[config.mk]
export PLATFORM = sky130hd
export DESIGN_NAME = inst_fetch
export DESIGN_NICKNAME = d
export VERILOG_FILES = /design/src/rtl/inst_fetch.sv
export SDC_FILE = /design/constraint.sdc
export NUM_CORES = 1
export LEC_CHECK = 0
export CAP_MARGIN = 40
export CELL_PAD_IN_SITES_DETAIL_PLACEMENT = 0
export CELL_PAD_IN_SITES_GLOBAL_PLACEMENT = 1
export CORE_ASPECT_RATIO = 1.25
export CORE_MARGIN = 2
export CORE_UTILIZATION = 41
export CTS_CLUSTER_SIZE = 40
export DETAILED_ROUTE_END_ITERATION = 8
export PLACE_DENSITY = 0.88
export SETUP_SLACK_MARGIN = 0.2
export SKIP_CTS_REPAIR_TIMING = 1
export SYNTH_ARGS = -nofsm -noshare
export SYNTH_HDL_FRONTEND = slang
export SYNTH_SLANG_ARGS = --single-unit
[constraint.sdc]
create_clock -name clk -period 7.63 [get_ports clk]
set_input_delay 1.526 -clock clk [delete_from_list [all_inputs] [get_ports clk]]
set_output_delay 1.526 -clock clk [all_outputs]
set_load 0.05 [all_outputs]
[src/rtl/inst_fetch.sv]
// rtl/inst_fetch.sv - instruction fetch unit: PC, fetch buffer, IR and memory read handshake
//
// Purpose: holds the architectural PC, issues one instruction-memory read per
// fetch, buffers the returned word and loads it into the IR on request.
// A PC change while a read is in flight marks that read stale; the read still
// completes on the bus and its data is dropped, then the new PC is fetched.
//
// Ports:
//   clk, rst        clock, asynchronous active-low reset
//   write_pc, pc_s  PC update strobe and next-PC select (00 +4, 01 branch, 10 alu_f, 11 none)
//   imm24, alu_f    branch word offset, jump target
//   write_ir        load IR from the fetch buffer
//   mem_req/addr    registered read request and address
//   mem_ack/rdata/err  read completion, data, bus error
//   I, W_IR_valid   instruction register, fetch buffer valid
//   pc, fetch_fault architectural PC, sticky bus-error flag
module inst_fetch (
  input  logic        clk,
  input  logic        rst,
  input  logic        write_pc,
  input  logic [1:0]  pc_s,
  input  logic [23:0] imm24,
  input  logic        write_ir,
  input  logic [31:0] alu_f,
  output logic        mem_req,
  output logic [31:0] mem_addr,
  input  logic        mem_ack,
  input  logic [31:0] mem_rdata,
  input  logic        mem_err,
  output logic [31:0] I,
  output logic        W_IR_valid,
  output logic [31:0] pc,
  output logic        fetch_fault
);

  typedef enum logic [1:0] {S_IDLE = 2'd0, S_REQ = 2'd1, S_READY = 2'd2} state_e;

  localparam logic [31:0] UNDEF_INSN = 32'hE7F000F0;

  state_e      state_q, state_d;
  logic [31:0] pc_q, pc_d;
  logic [31:0] ir_q, ir_d;
  logic [31:0] fb_q, fb_d;
  logic [31:0] mem_addr_q, mem_addr_d;
  logic        mem_req_q, mem_req_d;
  logic        need_fetch_q, need_fetch_d;
  logic        stale_q, stale_d;
  logic        fault_q, fault_d;

  logic        pc_eff;
  logic [31:0] pc_target;
  logic [31:0] branch_off;

  assign pc_eff     = write_pc && (pc_s != 2'b11);
  assign branch_off = {{6{imm24[23]}}, imm24, 2'b00};

  always_comb begin
    case (pc_s)
      2'b00:   pc_target = pc_q + 32'd4;
      2'b01:   pc_target = pc_q + 32'd8 + branch_off;
      2'b10:   pc_target = alu_f;
      default: pc_target = pc_q;
    endcase
  end

  // State register
  always_ff @(posedge clk or negedge rst) begin
    if (!rst) begin
      state_q      <= S_IDLE;
      pc_q         <= 32'd0;
      ir_q         <= 32'd0;
      fb_q         <= 32'd0;
      mem_addr_q   <= 32'd0;
      mem_req_q    <= 1'b0;
      need_fetch_q <= 1'b1;
      stale_q      <= 1'b0;
      fault_q      <= 1'b0;
    end else begin
      state_q      <= state_d;
      pc_q         <= pc_d;
      ir_q         <= ir_d;
      fb_q         <= fb_d;
      mem_addr_q   <= mem_addr_d;
      mem_req_q    <= mem_req_d;
      need_fetch_q <= need_fetch_d;
      stale_q      <= stale_d;
      fault_q      <= fault_d;
    end
  end

  // Next-state and datapath
  always_comb begin
    state_d      = state_q;
    pc_d         = pc_q;
    ir_d         = ir_q;
    fb_d         = fb_q;
    mem_addr_d   = mem_addr_q;
    mem_req_d    = mem_req_q;
    need_fetch_d = need_fetch_q;
    stale_d      = stale_q;
    fault_d      = fault_q;

    if (pc_eff) begin
      pc_d         = pc_target;
      need_fetch_d = 1'b1;
      fault_d      = 1'b0;
    end

    case (state_q)
      S_IDLE: begin
        if (need_fetch_q) begin
          state_d      = S_REQ;
          mem_req_d    = 1'b1;
          mem_addr_d   = pc_q;
          need_fetch_d = 1'b0;
          // The request just issued targets the old PC; let it complete and
          // drop it, the stale path then refetches from the new PC.
          stale_d      = pc_eff;
        end
      end
      S_REQ: begin
        if (mem_ack) begin
          mem_req_d = 1'b0;
          if (stale_q || pc_eff) begin
            stale_d      = 1'b0;
            need_fetch_d = 1'b1;
            state_d      = S_IDLE;
          end else begin
            state_d = S_READY;
            if (mem_err) begin
              fb_d    = UNDEF_INSN;
              fault_d = 1'b1;
            end else begin
              fb_d = mem_rdata;
            end
          end
        end else if (pc_eff) begin
          stale_d = 1'b1;
        end
      end
      S_READY: begin
        if (write_ir) begin
          ir_d = fb_q;
        end
        if (write_ir || pc_eff) begin
          state_d = S_IDLE;
        end
      end
      default: state_d = S_IDLE;
    endcase
  end

  // Outputs
  always_comb begin
    mem_req     = mem_req_q;
    mem_addr    = mem_addr_q;
    I           = ir_q;
    pc          = pc_q;
    fetch_fault = fault_q;
    W_IR_valid  = (state_q == S_READY);
  end

endmodule

-- Word-level counts from Yosys, hierarchy flattened
Index checks and enable logic that the tools add are counted.
- bits in registers: 134
- input port bits: 96
- output and inout port bits: 99
- word-level logic and storage cells: 62
- add/sub/neg operators: 3
- equality and inequality tests: 10
- mux-type cells: 25
- bitwise gates (word level): 1
- reductions and logical operators: 14
- operators by type and width (kind ; count):
    32-bit one-hot mux with 3 select lines ; 1
    32-bit by 3-bit adder with 32-bit output (second input constant) ; 1
    32-bit adder ; 1
    32-bit by 4-bit adder with 32-bit output (second input constant) ; 1
    32-bit 2-to-1 mux ; 1
    1-bit 2-to-1 mux ; 15
    3-bit AND reduction ; 3
    2-bit 2-to-1 mux ; 4
    2-bit inequality test (second input constant) ; 3
    3-bit inequality test (second input constant) ; 2
    1-bit one-hot mux with 2 select lines ; 3
    2-bit one-hot mux with 3 select lines ; 1
    2-bit AND reduction ; 3
    2-bit by 1-bit equality test with 1-bit output (second input constant) ; 2
    2-bit equality test (second input constant) ; 2
    2-bit logical NOT ; 2
    4-bit AND reduction ; 1
    3-bit nonzero test ; 1
    1-bit logical OR ; 2
    2-bit by 1-bit inequality test with 1-bit output (second input constant) ; 1
    2-bit nonzero test ; 1
    1-bit logical AND ; 1
    1-bit NOT ; 1

-- Depth between registers and ports, before layout
- word-level depth: 7
- mapped depth: 14
- mapped depth without buffers: 14

-- Worst setup path after synthesis
OpenSTA, ideal clock, no wires.
- path kind: input to register
- start: input port imm24[1]
- end: register pc_q[23] (netlist: pc[23])
- library setup time: 0.142 ns
- arrival: 3.813 ns
- data required time: 7.488 ns
- slack: 3.675 ns
- stages: 14
- buffers on the path: 0
- path through: inv_1 ha_1 inv_1 ha_1 inv_1 fa_1 nor2b_1 o31a_1 o31a_1 a41oi_2 o31a_4 xnor2_1 a221oi_2 a211oi_1
- cells in the longest elaborated chain, start to end: 2
- RTL lines (what ; RTL line ; source):
    start: declaration ; 22 ; input logic [23:0] imm24,
    32-bit adder ; 60 ; 2'b01: pc_target = pc_q + 32'd8 + branch_off;
    32-bit one-hot mux with 3 select lines ; 58 ; case (pc_s)
    end signal: assignment ; 80 ; pc_q <= pc_d;
    end: declaration ; 41 ; logic [31:0] pc_q, pc_d;
No other way between the ends.
A chain may end at the register's enable or synchronous reset.

-- Final worst setup path
- start: input port imm24[1]
- end: register pc_q[31] (netlist: pc[31])
The elaborated chain is that of the path after synthesis.

==> out/results.ini <==
[status]
status = finished clean

[layout]
final_common_cell = clkdlybuf4s50_1
area_delta_synth_final_pct = 35.38
diodes = 0
drive_gt1_share_pct = 13.10
layout_common_cells = clkdlybuf4s50_1, dfrtp_1, nand2_1, nor2_1, mux2_2
fillers = 1719
nets = 1153

[yosys]
yosys.area.top_type = dfrtp_1
synthArstFlopShare_pct = 100.0
synth.area.top_cells = dfrtp_1, ha_1, mux2_2
yosysSeqAreaShare_pct = 41.64
yosysTopAreaCellShare_pct = 41.31
synth_top_flop_cell = dfrtp_1
syn_area_um2 = 8056
ys_warn_count = 0
synth_cell_types = 69
syn_area_per_cell_um2 = 9.922
synth_edf_count = 0
ys_ff_latch = 134
syn-num-nets = 970
synthCells = 812

[routing]
drt_iter0_drc = 435
firstDrtPassIters = 5
wl_per_cell_um = 18.24
vias_per_cell = 5.471
wirelength_um = 23220
vias = 6964
antenna_left = 0
drcViolationCount = 0

[place]
io_buffers = 194
gp_congestion = 0.8309
dpl.hpwl_um = 16670

[critical_path]
path_delay_family = compound AO/OA/AOI/OAI gates
crit_type = in -> reg
cp-start-kind = input pin
path_max_fanout = 4
worst-path-buf-inv = 4
end_kind = register
cpMaxStageDelayCell = clkdlybuf4s50_1
cp.required_ns = 7.97
cpMostUsedCell = inv_1
rrSetupSlack_ns = 4.39
slowest_delay_ns = 0.45
crit_arrival_ns = 4.66
path_cells = clkdlybuf4s50_1 -> inv_1 -> ha_1 -> inv_1 -> ha_1 -> inv_1 -> fa_1 -> nor2b_1 -> o31a_1 -> o31a_1 -> a41oi_2 -> o31a_4 -> o21ai_0 -> nand4_1 -> o211ai_1

[power_and_ir_drop]
p_per_area_nw_per_um2 = 392.1
power_leakage_nw = 4.753
switchingPower_mw = 1.961
sequentialPowerShare_pct = 28.0
intPower_mw = 2.316
power_mw = 4.277
power.share.clock_pct = 19.3
combPwrFrac_pct = 52.7
p_sw_share_pct = 45.85
vdd_drop_max_mv = 0.3066

[sta]
hold_viol = 0
grt_setup_unrepaired = false
fmax_mhz = 231.4
min_period_over_period_pct = 56.64
finalSetupViolCount = 0
fin_tns_setup_ns = 0
relSlewSlack_pct = 53.27
drv_slew = 0
worst_pin_slew_ns = 0.6992
skew_ns = 0.009700
min_period_ns = 4.322

[clock_network]
clockBufferDepth = 2
cts_tree = built
htreeDepth = 4
clock_sinks = 134
cts-root-buf = clkbuf_16
path_clk_slew_ns = 0.07
insertion_delay_ns = 0.42
cts_buffers = 17

[run]
maxCapViolCount = 0

[hold_path]
hold_path_class = reg -> reg

[floorplan]
initial_utilization_pct = 41.68
core_area_um2 = 19330
dieArea_um2 = 20790
std_cell_rows = 57
die_h_um = 160.7
die_w_um = 129.4
ios = 195

[grt]
antenna_found_initial = 0
grt_max_degree = 67
grt_pass1_wl_um = 36870
grt_overflow_total = 0
grtUsageTotal_pct = 22.69
grt_pass1_vias = 6946

-- cells by family (layout without fill, tap and decap cells) --
logic type | count (synthesis) | count (layout) | synth area share (%)
adders and majority gates | 62 | 62 | 9.722
and+or+nand+nor | 249 | 249 | 15.02
DFF | 134 | 134 | 41.64
xor gates and xnor gates | 25 | 25 | 2.718
buffers and inverters | 61 | 257 | 2.889
AOI/OAI and AO/OA | 208 | 208 | 17.94
muxes | 73 | 73 | 10.08
-- layer usage --
layer / wire length, um / track usage, % / part of all wire, %
met3: 2010 / 8.728 / 8.7
met5: 0 / 0 / 0
met4: 549 / 7.312 / 2.4
met1: 9460 / 27.03 / 41
met2: 11200 / 37.51 / 48
-- worst paths after layout --
| path | startpoint | to | depth (start not counted) |
|---|---|---|---|
| worst min-delay path | fb_q[9] | fb_q[9] | 2 |
| worst max-delay path | imm24[1] | pc[31] | 15 |
| worst max register to register | pc[3] | pc[31] | 14 |
| worst min register to register | fb_q[9] | fb_q[9] | 2 |
| min in group asynchronous | rst | mem_addr[17] | 1 |
| max in group asynchronous | rst | need_fetch_q | 3 |
-- synthesized netlist by cell type, drive strengths merged (10+ instances only) --
cell type and count:
dfrtp 133, nand2 82, nor2 72, mux2 65, ha 61, a21oi 54
o21ai 39, clkbuf 33, a221oi 21, a211oi 20, nand3 20, nand3b 19
inv 18, a21o 14, xnor2 14, nand4 13, xor2 11, buf 10
nor3 10
-- worst reg2reg max path, stage by stage, from the launching register on --
cell and delay, ns:
dfrtp_1 0.45, inv_1 0.07, ha_1 0.26, inv_1 0.06
ha_1 0.17, inv_1 0.06, fa_1 0.41, nor2b_1 0.16
o31a_1 0.20, o31a_1 0.22, a41oi_2 0.23, o31a_4 0.35
o21ai_0 0.27, nand4_1 0.15, o211ai_1 0.12
-- per-stage QoR --
step           hold slack, ns  worst slack (ns)  cell area, um2  util (%)  std cells
6_report               0.4616             3.308           10910     56.43       1273
4_1_cts                0.4662             3.320           10910     56.43       1273
5_1_grt                0.4844             3.151           10910     56.43       1273
2_1_floorplan          0.4348             3.675            8056         -        812
3_5_place_dp           0.4524             2.859           10320     53.38       1241
3_3_place_gp           0.4461             2.989           10260     53.08       1238
-- state kept, by name (all words and copies together), names as in the netlist --
| register | cells |
|---|---|
| state_q | 2 |
| mem_addr | 32 |
| I | 32 |
| mem_req | 1 |
| pc | 32 |
| stale_q | 1 |
| fb_q | 32 |
| need_fetch_q | 1 |
| fetch_fault | 1 |
-- final cells by class --
class / instances / area, um2 / share of cell area, %
repair buffers: 207 / 2076 / 19.03
clock buffers: 17 / 425.4 / 3.900
multi-input cells: 617 / 4488 / 41.15
flip-flops and latches: 134 / 3354 / 30.76
well taps: 265 / 331.6 / 3.040
inverters: 18 / 67.56 / 0.6195
clock inverters: 15 / 163.9 / 1.503
-- power groups by stage --
stage               combinational (mW)  sequential, mW  clock [mW]
detailed placement                2.25            1.21           0
CTS                               2.26            1.20       0.845
global placement                  2.23            1.20           0
global route                      2.42            1.24       0.878
floorplan                        0.906            1.83           0
finish                            2.25            1.20       0.826
Note: power is estimated with default switching activity, not from simulation.
